$ cat config.mk
export PLATFORM = sky130hd
export DESIGN_NAME = pipe_collision_score
export DESIGN_NICKNAME = d
export VERILOG_FILES = /design/src/rtl/pipe_game_pkg.sv /design/src/rtl/bcd_counter3.sv /design/src/rtl/pipe_collision_score.sv
export SDC_FILE = /design/constraint.sdc
export NUM_CORES = 1
export LEC_CHECK = 0
export BUFFER_PORTS_ARGS = -buffer_cell sky130_fd_sc_hd__buf_2
export CORE_MARGIN = 3
export CORE_UTILIZATION = 40
export DETAILED_ROUTE_END_ITERATION = 10
export PLACE_DENSITY = 0.66
export SYNTH_ARGS = -nofsm -noshare
export SYNTH_HDL_FRONTEND = slang
export SYNTH_SLANG_ARGS = --single-unit
$ cat constraint.sdc
create_clock -name Clk -period 3.95 [get_ports Clk]
set_clock_uncertainty 0.1 [all_clocks]
set_input_delay 0.1975 -clock Clk [delete_from_list [all_inputs] [get_ports Clk]]
set_output_delay 0.1975 -clock Clk [all_outputs]
set_load 0.01 [all_outputs]
$ cat src/rtl/pipe_game_pkg.sv
// Shared types and geometry defaults for the flappy-style game logic.
// Provides the game state enum, the 3-digit BCD score type and the default
// sprite/pipe/ground geometry used by pipe_collision_score.
package pipe_game_pkg;

  typedef enum logic [1:0] {
    READY = 2'd0,
    PLAY  = 2'd1,
    DEAD  = 2'd2
  } game_state_e;

  typedef logic [11:0] bcd3_t;

  localparam bcd3_t BCD_MAX = 12'h999;

  localparam int unsigned SCREEN_W     = 640;
  localparam int unsigned BIRD_X_DEF   = 160;
  localparam int unsigned BIRD_W_DEF   = 34;
  localparam int unsigned BIRD_H_DEF   = 24;
  localparam int unsigned PIPE_W_DEF   = 90;
  localparam int unsigned CAP_H_DEF    = 33;
  localparam int unsigned GAP_DEF      = 150;
  localparam int unsigned GROUND_Y_DEF = 428;
  localparam int unsigned DEAD_HOLD_DEF = 64;

endpackage

$ cat src/rtl/bcd_counter3.sv
// 3-digit BCD up-counter with synchronous clear; saturates at 999.
// Ports: clk, rst (sync, active-high), clr (sync clear), inc (count enable),
//        count (current BCD value).
module bcd_counter3
  import pipe_game_pkg::*;
(
  input  logic  clk,
  input  logic  rst,
  input  logic  clr,
  input  logic  inc,
  output bcd3_t count
);

  bcd3_t count_q;

  always_ff @(posedge clk) begin
    if (rst || clr) begin
      count_q <= '0;
    end else if (inc && (count_q != BCD_MAX)) begin
      if (count_q[3:0] != 4'd9) begin
        count_q[3:0] <= count_q[3:0] + 4'd1;
      end else begin
        count_q[3:0] <= '0;
        if (count_q[7:4] != 4'd9) begin
          count_q[7:4] <= count_q[7:4] + 4'd1;
        end else begin
          count_q[7:4]  <= '0;
          count_q[11:8] <= count_q[11:8] + 4'd1;
        end
      end
    end
  end

  assign count = count_q;

endmodule

$ cat src/rtl/pipe_collision_score.sv
// Game logic stage: bird/pipe/ground collision, pipe-pass scoring with
// high score, and the READY/PLAY/DEAD state machine advanced by GameTick.
// Ports: Clk, Reset (sync, active-high), GameTick (game step strobe),
//        Button (raw, active-low), PipesPosition/PipesLong/BirdY (geometry),
//        Status (alive), Playing, Score/HighScore (BCD), GameOver (pulse).
module pipe_collision_score
  import pipe_game_pkg::*;
#(
  parameter int unsigned BIRD_X    = BIRD_X_DEF,
  parameter int unsigned BIRD_W    = BIRD_W_DEF,
  parameter int unsigned BIRD_H    = BIRD_H_DEF,
  parameter int unsigned PIPE_W    = PIPE_W_DEF,
  parameter int unsigned CAP_H     = CAP_H_DEF,
  parameter int unsigned GAP       = GAP_DEF,
  parameter int unsigned GROUND_Y  = GROUND_Y_DEF,
  parameter int unsigned DEAD_HOLD = DEAD_HOLD_DEF
) (
  input  logic        Clk,
  input  logic        Reset,
  input  logic        GameTick,
  input  logic        Button,
  input  logic [15:0] PipesPosition,
  input  logic [15:0] PipesLong,
  input  logic [15:0] BirdY,
  output logic        Status,
  output logic        Playing,
  output bcd3_t       Score,
  output bcd3_t       HighScore,
  output logic        GameOver
);

  localparam int unsigned HW = $clog2(DEAD_HOLD + 1);

  game_state_e   state_q;
  logic [2:0]    sync_q;     // [0],[1] synchronizer, [2] previous synced level
  logic          passed_q;
  logic [HW-1:0] hold_q;
  bcd3_t         high_q;
  logic          gameover_q;

  logic          press;
  logic [16:0]   pos_w, long_w, bird_w;
  logic          h_overlap, top_hit, bot_hit, ground_hit, hit;
  logic          pass_now, reload;
  logic          score_clr, score_inc;

  assign press = sync_q[2] & ~sync_q[1];

  // 17-bit zero-extended geometry so sums never wrap
  assign pos_w  = {1'b0, PipesPosition};
  assign long_w = {1'b0, PipesLong};
  assign bird_w = {1'b0, BirdY};

  assign h_overlap  = (17'(BIRD_X + BIRD_W) > pos_w) &&
                      (17'(BIRD_X) < (pos_w + 17'(PIPE_W)));
  assign top_hit    = h_overlap && (bird_w <= (long_w + 17'(CAP_H)));
  assign bot_hit    = h_overlap && ((bird_w + 17'(BIRD_H)) >= (long_w + 17'(GAP)));
  assign ground_hit = (bird_w + 17'(BIRD_H)) >= 17'(GROUND_Y);
  assign hit        = top_hit || bot_hit || ground_hit;

  assign pass_now = !passed_q && ((pos_w + 17'(PIPE_W)) < 17'(BIRD_X));
  assign reload   = pos_w > 17'(BIRD_X + BIRD_W);

  assign score_clr = (state_q == READY) && press;
  assign score_inc = (state_q == PLAY) && GameTick && !hit && pass_now;

  bcd_counter3 u_score (
    .clk   (Clk),
    .rst   (Reset),
    .clr   (score_clr),
    .inc   (score_inc),
    .count (Score)
  );

  always_ff @(posedge Clk) begin
    if (Reset) begin
      state_q    <= READY;
      sync_q     <= '1;
      passed_q   <= 1'b0;
      hold_q     <= '0;
      high_q     <= '0;
      gameover_q <= 1'b0;
    end else begin
      sync_q     <= {sync_q[1:0], Button};
      gameover_q <= 1'b0;
      case (state_q)
        READY: begin
          // a tick coinciding with the start press is not evaluated
          if (press) begin
            state_q  <= PLAY;
            passed_q <= 1'b0;
          end
        end
        PLAY: begin
          if (GameTick) begin
            if (hit) begin
              state_q    <= DEAD;
              gameover_q <= 1'b1;
              hold_q     <= HW'(DEAD_HOLD);
              if (Score > high_q) high_q <= Score;
            end else if (pass_now) begin
              passed_q <= 1'b1;
            end else if (reload) begin
              passed_q <= 1'b0;
            end
          end
        end
        DEAD: begin
          if (press && (hold_q == '0)) begin
            state_q <= READY;
          end else if (GameTick && (hold_q != '0)) begin
            hold_q <= hold_q - HW'(1);
          end
        end
        default: state_q <= READY;
      endcase
    end
  end

  assign Status    = (state_q != DEAD);
  assign Playing   = (state_q == PLAY);
  assign HighScore = high_q;
  assign GameOver  = gameover_q;

endmodule

==> out/results.md <==
- completed — run status
- 34.8% — Relative slew margins
- 13.5% — Area growth syn-to-layout
- 0 — Yosys Warn Count
- buf_2 > o21a_1 > o21a_1 > a21oi_1 > nor2_1 > xnor2_1 > ha_1 > nand4_1 > nor4_1 > o21bai_1 > and4b_1 > o31a_1 > nor4_4 > buf_4 > mux2i_1 — cells along the critical path
- 710 — final net count
- 65 — Cell variety after synth
- 11800 um2 — area of the die
- 10.3 mm — DRT Wirelength
- 0.000130 V — maximum ir drop on the vdd rail
- 7.88 um2 — synthesized area divided by synthesized cell count
- 0 — max-slew violation total from the final report
- HighScore[10] — end of the worst register-to-register path
- 18.0% — area share of the largest cell type after synthesis
- in2reg — path type of the worst min-delay path
- 0.940 mW — Final Power
- 0 — gr ovfl total
- 38 — clk sink count
- 3.49 ns — Period minus WS final
- 0 ns — Setup Total Neg Slack
- PipesLong[2] — Crit. Startpoint
- 0.241 ns — Hold Worst Slack
- 17.6 mm — first-pass GRT wire length
- 2.03 nW — P_leak
- 3.61 ns — signal arrival time at the worst endpoint
- no — setup repair after global routing missed its margin
- 8.37 mm — Post-DP HPWL
- 109 um — Horiz. Die Dim
- 10000 um2 — core region area
- sky130_fd_sc_hd__dfxtp_1 — Primary FF master, synth
- 3894 — vias in the first global route
- 0 — Resized cells post-CTS
- sky130_fd_sc_hd__clkbuf_8 — Clock Root Buffer
- sky130_fd_sc_hd__buf_2 — most common library cell in the layout ignoring fill and taps
- 2 — buffer levels on the longest clock path
- 196 nW/um2 — power per cell area
- 0.463 ns — setup slack of the critical path after layout
- in2reg — category of the most critical setup path
- 4.08 ns — Crit path required time
- 0 — antenna violations before repair
- 36 — Site Rows
- 0 — count of flip-flops with a built-in enable after synthesis
- 5.48 — via density per instance
- 10 — worst r2r path cells
- 109 um — height of the die
- 643 — net count after synthesis
- 0 — count of antenna diodes in the layout
- 42.2% — effective utilization at floorplan
- 0.954 ns — Slew @ Worst Pin
- 78 — count of input and output buffers
- 12 — critical-path maximum fanout
- 0.951 — routability cong.
- 0 — number of antenna-violating nets in the routed design
- 17.2% — layout cells sized above 1
- sky130_fd_sc_hd__o21a_1 — cell repeated most along the worst path
- 40 — largest net degree at the start of global routing
- 0 — Maximum Capacitance Violations
- 0.08 ns — register clock-pin slew on the reported worst setup and hold paths
- 287 MHz — Fmax
- 177 — DRC violation total after the first TritonRoute iteration
- 4220 um2 — summed instance area of the synthesized netlist
- 0% — async set-or-reset flop fraction in the synthesized netlist
- flop — capturing element type of the critical path
- 18.0% — proportion of synthesized chip area in sequential cells
- sky130_fd_sc_hd__dfxtp_1 — cell type with the largest total area after synthesis
- HighScore[10] — termination of the worst setup path
- 0.43 ns — highest cell delay on the worst timing path
- 47.9% — final core utilization
- 2 — deepest level of the CTS H-tree
- sky130_fd_sc_hd__dfxtp_1 (18%), sky130_fd_sc_hd__ha_1 (16%), sky130_fd_sc_hd__xnor2_1 (5.4%) — largest cells by area after synthesis
- 88.3% — ratio of final minimum period to clock period
- 1004 — Filler Cell Count
- 0.29 ns — source-to-sink clock delay at the later pin of the worst-skew pair
- 38 — flops & latches, synth
- 536 — Synth Instances
- primary input — Setup crit start kind
- 17.7% — global-route total usage across every layer
- sky130_fd_sc_hd__a21oi_1 — slowest cell on the critical path
- 0 — DRC Markers
- 14.0 um — Routed WL per cell
- 5 — total clock buffers created by CTS
- 4039 — routed vias
- 79 — IO Pins
- 4 — 1st-pass router iterations
- 1.09 ns — slack of the worst reg-to-reg path
- u_score.count[1] — worst flop-to-flop path startpoint
- 0.156 ns — Setup WS pre-CTS
- 0 — Final Hold Violating Endpoints
- sky130_fd_sc_hd__buf_2 (78), sky130_fd_sc_hd__ha_1 (55), sky130_fd_sc_hd__nor2_1 (41), sky130_fd_sc_hd__dfxtp_1 (38) — commonest cells after routing, fill and taps aside
- built — TritonCTS clock tree
- 0 — Finish-stage setup viols
[report_power, final]
| group | switching [mW] | internal [mW] | leakage (nW) |
|---|---|---|---|
| Combinational | 0.157 | 0.114 | 1.68 |
| Clock | 0.140 | 0.141 | 0.0482 |
| Sequential | 0.00256 | 0.386 | 0.307 |
[worst max-delay path: cells and delay by family]
kind | cells | cell delay [ns]
AND/OR/NAND/NOR | 5 | 1.01
multiplexers | 1 | 0.22
AO/OA/AOI/OAI | 5 | 1.29
XOR/XNOR | 1 | 0.15
adder cells (fa/ha/maj) | 1 | 0.31
buffers and inverters | 2 | 0.42
[how the worst min path moves through the flow]
stage                         from          to  slack [ns]  cells after the start
final                     GameTick  state_q[0]        0.24                      4
after CTS                 GameTick  state_q[0]        0.24                      4
after floorplan             Button   sync_q[0]        0.20                      1
after detailed placement    Button   sync_q[0]        0.28                      2
after global routing      GameTick  state_q[0]        0.31                      4
after global placement      Button   sync_q[0]        0.28                      2
[registers in the layout, indices dropped and copies added, names as in the netlist]
signal,flops
u_score.count,12
sync_q,3
state_q,2
GameOver,1
HighScore,12
hold_q,7
passed_q,1
[timing repair]
| item | in CTS | in global routing |
|---|---|---|
| endpoints found under the setup margin | 0 | 0 |
| hold buffers | 1 | 0 |
| hold endpoints to repair | 1 | 0 |
| buffers inserted | 0 | 0 |
[layer usage]
layer	vias up	part of all wire [%]	global-route usage, %
met3	21	4.4	2.19
met5	-	0	0
li1	2077	-	-
met4	0	1.7	5.14
met2	90	47	30.4
met1	1851	47	23.3
[cell type report]
cell class | instances | area, um2 | area share (%)
Inverter | 33 | 124 | 2.58
Multi-Input combinational cell | 445 | 3240 | 67.7
Timing Repair Buffer | 80 | 408 | 8.51
Sequential cell | 38 | 761 | 15.9
Clock inverter | 1 | 5.00 | 0.104
Tap cell | 133 | 166 | 3.47
Clock buffer | 7 | 86.3 | 1.80
[through the flow]
stage	cell area (um2)	instances
finish	4790	737
global route	4790	737
floorplan	4220	536
global placement	4690	728
CTS	4790	737
detailed placement	4690	728
[logic make-up (layout without fill, tap and decap cells)]
family | Yosys count | after routing | synth area share, %
AND/OR/NAND/NOR | 223 | 223 | 30.0
adder cells (fa/ha/maj) | 55 | 55 | 16.3
flip-flops | 38 | 38 | 18.0
AO/OA/AOI/OAI | 103 | 103 | 16.8
buffers and inverters | 53 | 121 | 5.21
multiplexers | 15 | 15 | 3.55
XOR/XNOR | 49 | 49 | 10.2
[cells in the mapped netlist, types with 4 or more instances]
| library cell | n |
|---|---|
| sky130_fd_sc_hd__clkbuf_1 | 13 |
| sky130_fd_sc_hd__nand3b_1 | 4 |
| sky130_fd_sc_hd__nor4_1 | 4 |
| sky130_fd_sc_hd__nand3_1 | 18 |
| sky130_fd_sc_hd__inv_1 | 33 |
| sky130_fd_sc_hd__ha_1 | 55 |
| sky130_fd_sc_hd__o31ai_1 | 8 |
| sky130_fd_sc_hd__nor3_1 | 17 |
| sky130_fd_sc_hd__and3_1 | 7 |
| sky130_fd_sc_hd__o21ai_0 | 18 |
| sky130_fd_sc_hd__mux2i_1 | 15 |
| sky130_fd_sc_hd__a21oi_1 | 24 |
| sky130_fd_sc_hd__or2_2 | 8 |
| sky130_fd_sc_hd__nand2_1 | 33 |
| sky130_fd_sc_hd__a31oi_1 | 9 |
| sky130_fd_sc_hd__xnor2_1 | 26 |
| sky130_fd_sc_hd__nand4_1 | 21 |
| sky130_fd_sc_hd__and4_1 | 5 |
| sky130_fd_sc_hd__nand2b_1 | 30 |
| sky130_fd_sc_hd__buf_2 | 5 |
| sky130_fd_sc_hd__xor2_1 | 23 |
| sky130_fd_sc_hd__dfxtp_1 | 38 |
| sky130_fd_sc_hd__a211oi_1 | 4 |
| sky130_fd_sc_hd__nor2_1 | 41 |
| sky130_fd_sc_hd__nor2b_1 | 10 |
| sky130_fd_sc_hd__a21o_1 | 6 |
(Power assumes the default switching activity.)
